**src/rtl/press_gen_pkg.sv**
```systemverilog
// Shared state encoding and default timing constants for the press generator.
package press_gen_pkg;

  typedef enum logic [1:0] {
    IDLE = 2'd0,
    HIGH = 2'd1,
    GAP  = 2'd2
  } press_state_t;

  localparam int DEF_HIGH_CYCLES = 4;
  localparam int DEF_GAP_CYCLES  = 2;
  localparam int DEF_MAX_PENDING = 3;

endpackage

```
**src/rtl/press_generator.sv**
```systemverilog
// Turns single-cycle press pulses into key-like high/gap level waveforms,
// queueing presses that arrive while a waveform is in progress.
module press_generator
  import press_gen_pkg::*;
#(
  parameter int HIGH_CYCLES = DEF_HIGH_CYCLES,
  parameter int GAP_CYCLES  = DEF_GAP_CYCLES,
  parameter int MAX_PENDING = DEF_MAX_PENDING
) (
  input  logic                             clk,
  input  logic                             reset,
  input  logic                             in,
  output logic                             out,
  output logic                             busy,
  output logic [$clog2(MAX_PENDING+1)-1:0] pending,
  output logic                             overflow
);

  localparam int PW   = $clog2(MAX_PENDING + 1);
  localparam int TMAX = (HIGH_CYCLES > GAP_CYCLES) ? HIGH_CYCLES : GAP_CYCLES;
  localparam int TW   = (TMAX > 1) ? $clog2(TMAX) : 1;

  localparam logic [TW-1:0] HIGH_LOAD = TW'(HIGH_CYCLES - 1);
  localparam logic [TW-1:0] GAP_LOAD  = TW'(GAP_CYCLES - 1);
  localparam logic [PW-1:0] PEND_MAX  = PW'(MAX_PENDING);

  if (HIGH_CYCLES < 1) begin : g_bad_high
    $error("press_generator: HIGH_CYCLES must be >= 1");
  end
  if (GAP_CYCLES < 1) begin : g_bad_gap
    $error("press_generator: GAP_CYCLES must be >= 1");
  end
  if (MAX_PENDING < 1) begin : g_bad_pend
    $error("press_generator: MAX_PENDING must be >= 1");
  end

  press_state_t  state_q, state_d;
  logic [TW-1:0] timer_q, timer_d;
  logic [PW-1:0] pending_q, pending_d;
  logic          overflow_q, overflow_d;

  always_ff @(posedge clk or posedge reset) begin
    if (reset) begin
      state_q    <= IDLE;
      timer_q    <= '0;
      pending_q  <= '0;
      overflow_q <= 1'b0;
    end else begin
      state_q    <= state_d;
      timer_q    <= timer_d;
      pending_q  <= pending_d;
      overflow_q <= overflow_d;
    end
  end

  always_comb begin
    state_d    = state_q;
    timer_d    = timer_q;
    pending_d  = pending_q;
    overflow_d = 1'b0;

    unique case (state_q)
      IDLE: begin
        if (in) begin
          state_d = HIGH;
          timer_d = HIGH_LOAD;
        end
      end

      HIGH: begin
        if (in) begin
          if (pending_q < PEND_MAX) pending_d = pending_q + PW'(1);
          else                      overflow_d = 1'b1;
        end
        if (timer_q == '0) begin
          state_d = GAP;
          timer_d = GAP_LOAD;
        end else begin
          timer_d = timer_q - TW'(1);
        end
      end

      GAP: begin
        if (timer_q == '0) begin
          // Final gap cycle: a dequeue frees a slot, so a request here is never dropped.
          if (pending_q != '0) begin
            state_d = HIGH;
            timer_d = HIGH_LOAD;
            if (!in) pending_d = pending_q - PW'(1);
          end else if (in) begin
            state_d = HIGH;
            timer_d = HIGH_LOAD;
          end else begin
            state_d = IDLE;
          end
        end else begin
          timer_d = timer_q - TW'(1);
          if (in) begin
            if (pending_q < PEND_MAX) pending_d = pending_q + PW'(1);
            else                      overflow_d = 1'b1;
          end
        end
      end

      default: begin
        state_d   = IDLE;
        timer_d   = '0;
        pending_d = '0;
      end
    endcase
  end

  assign out      = (state_q == HIGH);
  assign busy     = (state_q != IDLE);
  assign pending  = pending_q;
  assign overflow = overflow_q;

endmodule

```
**config.mk**
```make
export PLATFORM = sky130hd
export DESIGN_NAME = press_generator
export DESIGN_NICKNAME = d
export VERILOG_FILES = /design/src/rtl/press_gen_pkg.sv /design/src/rtl/press_generator.sv
export SDC_FILE = /design/constraint.sdc
export NUM_CORES = 1
export LEC_CHECK = 0
export ABC_AREA = 1
export CORE_AREA = 2 2 39 41
export DETAILED_ROUTE_END_ITERATION = 10
export DIE_AREA = 0 0 41 43
export PLACE_DENSITY = 0.58
export SLEW_MARGIN = 30
export SYNTH_ARGS = -nofsm -noshare
export SYNTH_HDL_FRONTEND = slang
export SYNTH_SLANG_ARGS = --single-unit
```
**constraint.sdc**
```tcl
create_clock -name clk -period 1.5 [get_ports clk]
set_input_delay 0.15 -clock clk [delete_from_list [all_inputs] [get_ports clk]]
set_output_delay 0.15 -clock clk [all_outputs]
set_load 0.005 [all_outputs]
```
==> flow_metrics.env, run 1 <==
export IMPL_drive_above_1_share_pct=14.44
export IMPL_fill_cells=134
export IMPL_dr_total_vias=487
export IMPL_dpl_cell_count=100
export IMPL_ys_types=14
export IMPL_stdcell_area_sq_um=680.7
export IMPL_layout_setup_ws_ns=0.09333
export IMPL_setup_worst_path_class="reg -> out"
export IMPL_layout_worst_path_cycle_share_pct=93.78
export IMPL_cts_root_buf="clkbuf_4"
export IMPL_post_route_min_period_ns=1.407
export IMPL_syn_cell_area_sq_um=524.3
export IMPL_syn_num_nets=85
export IMPL_fin_cells=106
export IMPL_hold_class="in -> async"
export IMPL_timing_rr_start="state_q[1]"
export IMPL_wire_per_inst_microns=10.03
export IMPL_ys_seq_area_share_pct=33.41
export IMPL_hold_slack_ns=0.1258
export IMPL_crit_required_ns=1.35
export IMPL_hpwl_microns=869
export IMPL_placed_area_sq_um=636.9
export IMPL_route_detailed_drc=0
export IMPL_htreeDepth=1
export IMPL_power_density_nw_per_um2=1802
export IMPL_dpl_worst_slack_ns=0.07503
export IMPL_grt_max_degree=8
export IMPL_layout_commonest_cell="nand2_1"
export IMPL_maxSlewViolCount=0
export IMPL_clkPwrFrac_pct=13.2
export IMPL_hold_viol_final=0
export IMPL_cts_inserted_buffers=3
export IMPL_seqPwrFrac_pct=25.4
export IMPL_synth_seq_cells=7
export IMPL_antenna_found_initial=0
export IMPL_n_antenna_cell=0
export IMPL_clk_latency_ns=0.24
export IMPL_ir_drop_uv=780.3
export IMPL_final_util_pct=49.19
export IMPL_arrival_ns=1.26
export IMPL_p_sw_share_pct=44.79
export IMPL_maxCapViolCount=0
export IMPL_clock_skew_ns=0.0004469
export IMPL_cts_tree="done"
export IMPL_grt_pass1_wl_microns=1925
export IMPL_rrSetupSlack_ns=0.14
export IMPL_slew_limit_headroom_pct=78.44
export IMPL_initial_core_util_pct=37.88
export IMPL_crit_chain="buf_4, ha_1, dlygate4sd2_1"
export IMPL_netlist_instances=74
export IMPL_reg2reg_to="state_q[0]"
export IMPL_clk_pin_slew_ns=0.05
export IMPL_fp_dieH_microns=43
export IMPL_numPortBuffers=7
export IMPL_cpPeakStageDelay_ns=0.37
export IMPL_crit_fanout=3
export IMPL_die_w_microns=41
export IMPL_worstSetupEndpointType="output port"
export IMPL_worstSetupStartpointType="flop"
export IMPL_p_leak_nw=0.3635
export IMPL_antenna_left=0
export IMPL_synth_warnings=0
export IMPL_worst_pin_slew_ns=0.3234
export IMPL_die_area_sq_um=1763
export IMPL_rsz0062_at_grt="no"
export IMPL_core_area_sq_um=1384
export IMPL_drt_iter0_drc=14
export IMPL_via_per_inst=4.594
export IMPL_cts_max_path_buffers=2
export IMPL_syn2layout_area_growth_pct=29.83
export IMPL_p_int_mw=0.6770
export IMPL_p_switching_mw=0.5493
export IMPL_outcome="completed"
export IMPL_fmaxAchievable_mhz=710.9
export IMPL_wl_microns=1063
export IMPL_rows=14
export IMPL_clkSinkCount=7
export IMPL_drt_pre_antenna_iters=4
export IMPL_p_total_mw=1.226
export IMPL_gp_congestion=0.7476
export IMPL_grt_usage_pct=16.46
export IMPL_nets=102
export IMPL_tns_ns=0
export IMPL_syn_avg_cell_area_sq_um=7.085
export IMPL_layout_common_cells="23 x nand2_1, 11 x inv_1, 7 x o21ai_0, 7 x ha_1, 7 x dfrtp_1"
export IMPL_crit_slowest_cell="dfrtp_1"
export IMPL_combPwrFrac_pct=61.5
export IMPL_finalSetupViolations=0
export IMPL_grt_overflow_total=0
export IMPL_grt_pass1_vias=472
export IMPL_rr_worst_depth=6
export IMPL_io_pin_count=8
-- final cells by class --
class	instances	area, sq um	share of cell area (%)
Clock buffer	4	26.28	3.860
Inverter	13	48.80	7.169
Multi-Input combinational cell	54	305.3	44.85
Sequential cell	7	175.2	25.74
Tap cell	16	20.02	2.941
Timing Repair Buffer	12	105.1	15.44
-- per-layer routing --
layer	vias up	part of all wire, %	global-route usage (%)
met5	-	0	0
met4	0	3.4	12.00
met3	4	1.5	3.141
met2	12	46	20.94
met1	208	49	23.75
li1	263	-	-
-- state kept, by name (all words and copies together) (netlist names) --
name      cells
timer_q       2
pending       2
state_q       2
overflow      1
-- critical path: cells and delay by family, from the launching register on --
kind	cells	cell delay, ns
adders and majority gates	1	0.22
buffers and inverters	2	0.41
DFF	1	0.37
-- timing repair --
action,4_1_cts,5_1_grt
resized for setup,4,1
endpoints found under the setup margin,2,2
gates cloned,0,0
setup buffers,2,0
hold buffers,0,0
-- worst max path at each step --
stage                from          to  depth (start not counted)  slack [ns]
2_1_floorplan  pending[0]  timer_q[1]                          7        0.30
3_3_place_gp   state_q[0]        busy                          4        0.09
3_5_place_dp   state_q[0]        busy                          4        0.08
4_1_cts        state_q[0]         out                          3        0.10
5_1_grt        state_q[0]  state_q[0]                          6       0.007
6_report       state_q[0]         out                          3        0.09
-- power by group through the flow --
stage / Combinational [mW] / Sequential (mW) / Clock (mW)
floorplan: 0.457 / 0.325 / 0
global placement: 0.701 / 0.325 / 0
detailed placement: 0.705 / 0.324 / 0
CTS: 0.742 / 0.309 / 0.172
global route: 0.872 / 0.320 / 0.179
finish: 0.754 / 0.311 / 0.162
-- cell families after synthesis --
group	Yosys count	synth area share [%]
adders and majority gates	8	19.09
and+or+nand+nor	35	27.45
buffers and inverters	13	9.307
AOI/OAI and AO/OA	11	10.74
DFF	7	33.41
-- cells in the mapped netlist (all sizes together) --
cell type  number  area share (%)
a21oi           2             1.9
dfrtp           7              33
ha              8              19
inv            13             9.3
nand2          23              16
nand3           3             2.9
nand3b          1             1.4
nand4           1             1.2
nor2            7             5.5
o21ai           8             7.6
o22ai           1             1.2
(Power assumes the default switching activity.)
==> run 2, diff against run 1 <==
CTS_CLUSTER_DIAMETER = 150   (was unset)
==> results of run 2 <==
No change in the layout: final DEF, timing and power equal those of run 1.
==> run 3, diff against run 2 <==
CAP_MARGIN = 40   (was unset)
GPL_TIMING_DRIVEN = 0   (was unset)
==> run 3 against run 2 <==
Net effect: cell area fell by 3.1%; sequential share of layout area rose by 1.0 points; via count fell by 9.2%; critical path type unchanged; clock skew barely moved; highest routed layer is now met3; wire length fell by 8.9%; non-clock buffer count fell by 3; final cell count fell by 2.8%; die area did not move; critical path depth did not move; global-route usage fell by 0.63 points; combinational power fell by 6.9%.
==> flow_metrics.env, run 3 (synthesized netlist as in run 1, its figures left out) <==
export IMPL_outcome="completed"
export IMPL_via_per_inst=4.291
export IMPL_antenna_left=0
export IMPL_hold_class="in -> async"
export IMPL_p_leak_nw=0.3464
export IMPL_drt_pre_antenna_iters=3
export IMPL_fp_dieH_microns=43
export IMPL_post_route_min_period_ns=1.404
export IMPL_wire_per_inst_microns=9.398
export IMPL_power_density_nw_per_um2=1800
export IMPL_dr_total_vias=442
export IMPL_cts_root_buf="clkbuf_4"
export IMPL_clk_latency_ns=0.24
export IMPL_gp_congestion=0.7244
export IMPL_worstSetupEndpointType="output port"
export IMPL_final_util_pct=47.65
export IMPL_n_antenna_cell=0
export IMPL_clkSinkCount=7
export IMPL_setup_worst_path_class="reg -> out"
export IMPL_layout_worst_path_cycle_share_pct=93.61
export IMPL_grt_pass1_wl_microns=1807
export IMPL_cts_hold_fix_buffers=0
export IMPL_nets=99
export IMPL_arrival_ns=1.25
export IMPL_clk_pin_slew_ns=0.05
export IMPL_numPortBuffers=7
export IMPL_rows=14
export IMPL_hpwl_microns=809.7
export IMPL_maxSlewViolCount=0
export IMPL_die_area_sq_um=1763
export IMPL_fmaxAchievable_mhz=712.2
export IMPL_grt_max_degree=8
export IMPL_cts_tree="done"
export IMPL_worst_pin_slew_ns=0.3096
export IMPL_maxCapViolCount=0
export IMPL_layout_commonest_cell="nand2_1"
export IMPL_clock_skew_ns=0.0002151
export IMPL_worstSetupStartpointType="flop"
export IMPL_crit_required_ns=1.35
export IMPL_hold_viol_final=0
export IMPL_htreeDepth=1
export IMPL_layout_common_cells="23 x nand2_1, 11 x inv_1, 7 x ha_1"
export IMPL_drt_iter0_drc=3
export IMPL_die_w_microns=41
export IMPL_grt_usage_pct=15.84
export IMPL_finalSetupViolations=0
export IMPL_initial_core_util_pct=37.88
export IMPL_tns_ns=0
export IMPL_crit_fanout=3
export IMPL_cts_inserted_buffers=3
export IMPL_grt_overflow_total=0
export IMPL_grt_pass1_vias=437
export IMPL_slew_limit_headroom_pct=79.36
export IMPL_syn2layout_area_growth_pct=25.78
export IMPL_route_detailed_drc=0
export IMPL_ir_drop_uv=920.9
export IMPL_wl_microns=968
export IMPL_cts_max_path_buffers=2
export IMPL_io_pin_count=8
export IMPL_core_area_sq_um=1384
export IMPL_rsz0062_at_grt="no"
export IMPL_antenna_found_initial=0
export IMPL_drive_above_1_share_pct=12.64
## run 3: cell count changes in the layout (fill, tap and decap cells not counted)
cell,before,now
dfrtp_1,7,6
o21ai_0,7,6
o21ai_1,1,2
dfrtp_2,0,1
buf_4,5,2
## run 3: cell type report
| type | count | area, sq um |
|---|---|---|
| well taps | 16 | 20.02 |
| flip-flops and latches | 7 | 176.4 |
| multi-input cells | 54 | 305.3 |
| clock buffers | 4 | 26.28 |
| inverters | 13 | 48.80 |
| repair buffers | 9 | 82.58 |
| fillers | 153 | 724.4 |
## run 3: critical path, stage by stage (launching register included)
cell           delay, ns
dfrtp_1             0.37
buf_4               0.14
ha_1                0.23
dlygate4sd2_1       0.27
## run 3: per-stage QoR
stage / total power, mW / std cells / hold WS [ns] / worst slack, ns / cell area, sq um
2_1_floorplan: 0.7828 / 74 / -0.04660 / 0.2965 / 524.3
3_3_place_gp: 0.9944 / 97 / 0.3943 / 0.06201 / 614.3
3_5_place_dp: 0.9925 / 97 / 0.3947 / 0.04355 / 614.3
4_1_cts: 1.190 / 103 / 0.1264 / 0.09009 / 655.6
5_1_grt: 1.340 / 103 / 0.1467 / 0.02414 / 659.4
6_report: 1.187 / 103 / 0.1247 / 0.09585 / 659.4
## run 3: power breakdown
| part | leakage, nW | switching, mW | total, mW | internal, mW |
|---|---|---|---|---|
| registers | 0.0896 | 0.0630 | 0.323 | 0.260 |
| logic | 0.242 | 0.405 | 0.702 | 0.297 |
| clock network | 0.0150 | 0.0607 | 0.162 | 0.101 |
## run 3: per-layer routing
| metal | share of wire (%) | GRT usage (%) | wire length (microns) |
|---|---|---|---|
| met5 | 0 | 0 | 0 |
| met4 | 0 | 12.00 | 0 |
| met3 | 0.41 | 3.141 | 4 |
| met2 | 48 | 19.69 | 467 |
| met1 | 51 | 23.00 | 496 |
## run 3: path summary, 6_finish.rpt
| check | slack [ns] | depth (start not counted) | startpoint | endpoint |
|---|---|---|---|---|
| min in group clk | 0.56 | 2 | pending[0] | pending[0] |
| max reg2reg | 0.15 | 6 | state_q[1] | state_q[1] |
| min | 0.12 | 2 | reset | overflow |
| min reg2reg | 0.56 | 2 | pending[0] | pending[0] |
| max in group asynchronous | 1.16 | 2 | reset | pending[0] |
| max | 0.1 | 3 | state_q[0] | out |
## run 3: repair_timing
action                                  4_1_cts  5_1_grt
setup buffers                                 2        0
resized for setup                             4        3
endpoints found under the setup margin        2        2
